`src/rtl/uart_tx_ctrl.sv`:
```
// UART transmit controller: serialises one parallel word per request as
// start, LSB-first data, optional parity and stop bits, each P clocks long.
module uart_tx_ctrl #(
  parameter int DATA_WIDTH     = 8,
  parameter int PRESCALE_WIDTH = 6
) (
  input  logic                      CLK,
  input  logic                      RST,
  input  logic [DATA_WIDTH-1:0]     i_data,
  input  logic                      i_data_valid,
  input  logic                      i_par_en,
  input  logic                      i_par_typ,
  input  logic [PRESCALE_WIDTH-1:0] i_prescale,
  output logic                      o_tx,
  output logic                      o_busy,
  output logic                      o_done
);

  localparam int BIT_W = (DATA_WIDTH > 1) ? $clog2(DATA_WIDTH) : 1;
  localparam logic [BIT_W-1:0] LAST_BIT = BIT_W'(DATA_WIDTH - 1);

  typedef enum logic [2:0] {IDLE, START, DATA, PARITY, STOP} state_t;

  state_t                    state;
  logic [PRESCALE_WIDTH-1:0] tick_cnt;
  logic [PRESCALE_WIDTH-1:0] tick_last;
  logic [BIT_W-1:0]          bit_idx;
  logic [DATA_WIDTH-1:0]     shift;
  logic                      par_en;
  logic                      par_bit;
  logic                      tick_done;

  assign tick_done = (tick_cnt == tick_last);

  // tick_last holds P-1 (a zero prescale behaves as one clock per bit);
  // the data shifter always presents the next bit to send in shift[0].
  always_ff @(posedge CLK or negedge RST) begin
    if (!RST) begin
      state     <= IDLE;
      tick_cnt  <= '0;
      tick_last <= '0;
      bit_idx   <= '0;
      shift     <= '0;
      par_en    <= 1'b0;
      par_bit   <= 1'b0;
      o_tx      <= 1'b1;
      o_busy    <= 1'b0;
      o_done    <= 1'b0;
    end else begin
      o_done <= 1'b0;
      case (state)
        IDLE: begin
          o_tx   <= 1'b1;
          o_busy <= 1'b0;
          if (i_data_valid) begin
            shift     <= i_data;
            par_en    <= i_par_en;
            par_bit   <= (^i_data) ^ i_par_typ;
            tick_last <= (i_prescale == '0) ? '0 : i_prescale - 1'b1;
            tick_cnt  <= '0;
            bit_idx   <= '0;
            state     <= START;
            o_tx      <= 1'b0;
            o_busy    <= 1'b1;
          end
        end
        default: begin
          if (!tick_done) begin
            tick_cnt <= tick_cnt + 1'b1;
          end else begin
            tick_cnt <= '0;
            case (state)
              START: begin
                state   <= DATA;
                bit_idx <= '0;
                o_tx    <= shift[0];
                shift   <= shift >> 1;
              end
              DATA: begin
                if (bit_idx == LAST_BIT) begin
                  if (par_en) begin
                    state <= PARITY;
                    o_tx  <= par_bit;
                  end else begin
                    state <= STOP;
                    o_tx  <= 1'b1;
                  end
                end else begin
                  bit_idx <= bit_idx + 1'b1;
                  o_tx    <= shift[0];
                  shift   <= shift >> 1;
                end
              end
              PARITY: begin
                state <= STOP;
                o_tx  <= 1'b1;
              end
              STOP: begin
                state  <= IDLE;
                o_tx   <= 1'b1;
                o_busy <= 1'b0;
                o_done <= 1'b1;
              end
              default: begin
                state <= IDLE;
              end
            endcase
          end
        end
      endcase
    end
  end

endmodule
```
`config.mk`:
```
export PLATFORM = sky130hd
export DESIGN_NAME = uart_tx_ctrl
export DESIGN_NICKNAME = d
export VERILOG_FILES = /design/src/rtl/uart_tx_ctrl.sv
export SDC_FILE = /design/constraint.sdc
export NUM_CORES = 1
export LEC_CHECK = 0
export CORE_MARGIN = 4
export CORE_UTILIZATION = 45
export CTS_BUF_LIST = sky130_fd_sc_hd__clkbuf_8
export DETAILED_ROUTE_END_ITERATION = 10
export MAX_ROUTING_LAYER = met4
export PLACE_DENSITY = 0.67
export SETUP_SLACK_MARGIN = 0.02
export SLEW_MARGIN = 20
export SYNTH_ARGS = -nofsm -noshare
export SYNTH_HDL_FRONTEND = slang
export SYNTH_SLANG_ARGS = --single-unit
```
`constraint.sdc`:
```
create_clock -name CLK -period 6.05 [get_ports CLK]
set_clock_uncertainty 0.15 [all_clocks]
set_input_delay 1.21 -clock CLK [delete_from_list [all_inputs] [get_ports CLK]]
set_output_delay 1.21 -clock CLK [all_outputs]
set_load 0.02 [all_outputs]
```
==> results.tsv <==
stage	metric	value	unit
route	drt_first_iter_violations	110	
clock_tree	cts_buffer_depth	2	
yosys	ys_types	44	
grt	grt_start_max_net_pins	32	
final_layout	drive_gt1_frac	0.102	
yosys	ys_warn_count	0	
setup_path	rrSetupSlack	3.02	ns
clock_tree	cts.clk_slew.worst_paths	0.06	ns
setup_path	critical_path.max_fanout	13	
clock_tree	cts_buffers	5	
route	drcViolationCount	0	
sta	min_period_over_period	0.501	
route	routed_wl	3460	um
grt	groute.usage.overall	0.157	
setup_path	worstSetupPathDepth	5	
clock_tree	cts_setup_buffers	0	
final_layout	fin_cells	245	
final_layout	fillers	349	
yosys	syn_avg_cell_area	9.85	um2
setup_path	r2r_end	shift[6]	
grt	antenna_found_initial	0	
clock_tree	numClockSinks	31	
power_and_ir_drop	power_switching	85.1	uW
placement	io_buffers	21	
sta	tns	0	ns
setup_path	critPathTopFamily	simple AND/OR/NAND/NOR gates	
grt	grt_pass1_wl	5920	um
route	route.met3.wl	161	um
power_and_ir_drop	p_seq_frac	0.537	
placement	routabilityCongestion	0.842	
route	wire_per_inst	14.1	um
clock_tree	cts-hold-fix-buffers	0	
sta	slew_headroom	0.240	
setup_path	cp.arrival	3.04	ns
power_and_ir_drop	intPower	301	uW
yosys	synth_edf_count	0	
placement	dp_hpwl	2520	um
final_layout	nNetsFinal	222	
setup_path	cp_cell_sequence	nor3_2 -> nand2_1 -> o31ai_4 -> and2_1 -> a21oi_1	
worst_hold_path	hp-class	flop to flop	
power_and_ir_drop	power_frac_comb	0.089	
setup_path	r2r-start	state[2]	
floorplanning	core_region_area	3720	um2
sta	hold_viol_final	0	
placement	place_ws	2.94	ns
clock_tree	cts_resized	0	
yosys	synth_cells	179	
sta	fmax	0.330	GHz
job	cap_viol_max_count	0	
sta	layout_setup_ws	3.02	ns
setup_path	worstSetupEndpointType	flop	
clock_tree	clk-insertion-delay-late	0.28	ns
route	wl_met1	1740	um
setup_path	cpPeakStageDelay	0.96	ns
floorplanning	dieArea	4980	um2
sta	rsz0062_at_grt	false	
route	via_per_inst	5.38	
sta	period_minus_slack	3.03	ns
yosys	synth_ff_type	dfrtp_1	
clock_tree	cts_root_buffer	clkbuf_8	
run_status	outcome	complete, no violations	
sta	worst_pin_slew	1.13	ns
route	drt-pass1-iter-count	4	
yosys	syn-num-nets	203	
floorplanning	start_util	0.474	
route	vias	1319	
power_and_ir_drop	power.density	187	nW/um2
floorplanning	num_rows	22	
yosys	syn_area	1760	um2
setup_path	rr_worst_depth	5	
grt	first_global_vias	1314	
floorplanning	io_pins	22	
floorplanning	chipHeight	70.6	um
route	antenna_left	0	
setup_path	required	6.05	ns
setup_path	crit_buf_inv	0	
setup_path	endpoint	shift[6]	
final_layout	regArea	777	um2
setup_path	crit_start	state[2]	
final_layout	antenna_cells	0	
placement	dpl.cell_count	239	
yosys	ys_ff_latch	31	
power_and_ir_drop	p_clk_frac	0.374	
power_and_ir_drop	ir_worst_vdd	100	uV
yosys	synth_async_sr_flop_share	1.00	
power_and_ir_drop	leakage	0.000874	uW
sta	drv_slew	0	
floorplanning	fp.dieW	70.6	um
final_layout	area.growth.synth_to_final	17.1	%
setup_path	crit_slowest_cell	nor3_2	
clock_tree	cts_tree	yes	
setup_path	start_kind	flop	
sta	whs	0.360	ns
route	topRoutingLayerUsed	met4	
power_and_ir_drop	switching_share	0.220	
final_layout	multiInputGateArea	911	um2
clock_tree	htree_levels	2	
setup_path	crit_type	flop to flop	
route	dr_wl_met2	1500	um
grt	overflow	0	
yosys	ys_seq_area_frac	0.441	
sta	finalSetupViolCount	0	
[per-layer routing]
metal,up-vias,GRT usage
met5,-,-
met4,0,0.0564
met3,6,0.0582
met2,23,0.225
met1,631,0.204
li1,659,-
[registers in the layout (all words and copies together) (netlist names)]
name,flops
tick_last,6
o_tx,1
bit_idx,3
o_done,1
shift,8
o_busy,1
tick_cnt,6
state,3
par_en,1
par_bit,1
[cell usage in the layout (no fill, tap or decap), types with 2 or more instances in the layout]
cell type        instances
ha_1                     5
xor2_1                   3
clkbuf_8                 5
nand2b_1                 2
a31oi_1                  2
nor2_1                   8
xnor2_1                 14
dfrtp_1                 30
nand3_1                  4
clkdlybuf4s50_1         21
a21oi_1                 17
o21ai_0                 14
mux2_2                   3
nor3_1                   2
inv_1                    8
a22o_1                   5
xnor2_2                  2
mux2i_1                  7
nand2_1                 20
a22oi_1                  2
[worst register-to-register path: cells and delay by family, from the launching register on]
family / cells / cell delay (ns)
simple gates: 3 / 1.87
flops: 1 / 0.50
compound gates: 2 / 0.38
[per-stage QoR]
| step | cell area [um2] | utilization | power, uW |
|---|---|---|---|
| CTS | 2060 | 0.556 | 392 |
| finish | 2060 | 0.556 | 387 |
| global placement | 1990 | 0.536 | 246 |
| detailed placement | 1990 | 0.536 | 246 |
| global route | 2060 | 0.556 | 406 |
| floorplan | 1760 | - | 225 |
[cells in the mapped netlist, drive strengths merged, types with 2 or more instances]
| master | n | area share |
|---|---|---|
| o21ai | 14 | 0.040 |
| nor3 | 3 | 0.011 |
| clkbuf | 5 | 0.011 |
| a22oi | 2 | 0.0085 |
| inv | 7 | 0.015 |
| dfrtp | 30 | 0.43 |
| nand2 | 20 | 0.043 |
| xor2 | 3 | 0.015 |
| a22o | 6 | 0.031 |
| a21oi | 17 | 0.048 |
| mux2 | 3 | 0.019 |
| buf | 5 | 0.017 |
| o31ai | 2 | 0.016 |
| mux2i | 7 | 0.040 |
| a31oi | 2 | 0.0071 |
| nor2 | 8 | 0.017 |
| xnor2 | 16 | 0.088 |
| or2 | 2 | 0.0071 |
| nand2b | 2 | 0.0071 |
| nand3 | 4 | 0.011 |
| ha | 5 | 0.035 |
[worst min path at each step]
stage,startpoint,to,slack (ns),depth (start not counted)
floorplan,par_bit,par_bit,0.30,2
global placement,par_bit,par_bit,0.34,2
detailed placement,tick_last[5],tick_last[5],0.35,2
CTS,tick_last[5],tick_last[5],0.36,2
global route,tick_last[5],tick_last[5],0.39,2
finish,tick_last[5],tick_last[5],0.36,2
[cells by family (layout without fill, tap and decap cells)]
logic type	Yosys count	in the layout	share of synthesized area
adders and majority gates	6	6	0.0419
xor gates and xnor gates	19	19	0.103
and+or+nand+nor	45	45	0.124
DFF	31	31	0.441
AOI/OAI and AO/OA	51	51	0.190
muxes	10	10	0.0589
buffers and inverters	17	35	0.0426
[power by group through the flow]
| stage | sequential (uW) | clock (uW) | combinational (uW) |
|---|---|---|---|
| after global routing | 207 | 160 | 38.3 |
| after CTS | 207 | 150 | 35.3 |
| after floorplan | 211 | 0 | 13.6 |
| final | 207 | 145 | 34.4 |
| after global placement | 211 | 0 | 34.6 |
| after detailed placement | 211 | 0 | 35.2 |
[cell type report]
| class | instances | share of cell area |
|---|---|---|
| clock buffers | 5 | 0.0333 |
| clock inverters | 1 | 0.00182 |
| inverters | 7 | 0.0127 |
| multi-input cells | 131 | 0.441 |
| flip-flops and latches | 31 | 0.376 |
| well taps | 48 | 0.0291 |
| repair buffers | 22 | 0.105 |
Power figures use the tool's default switching activity.
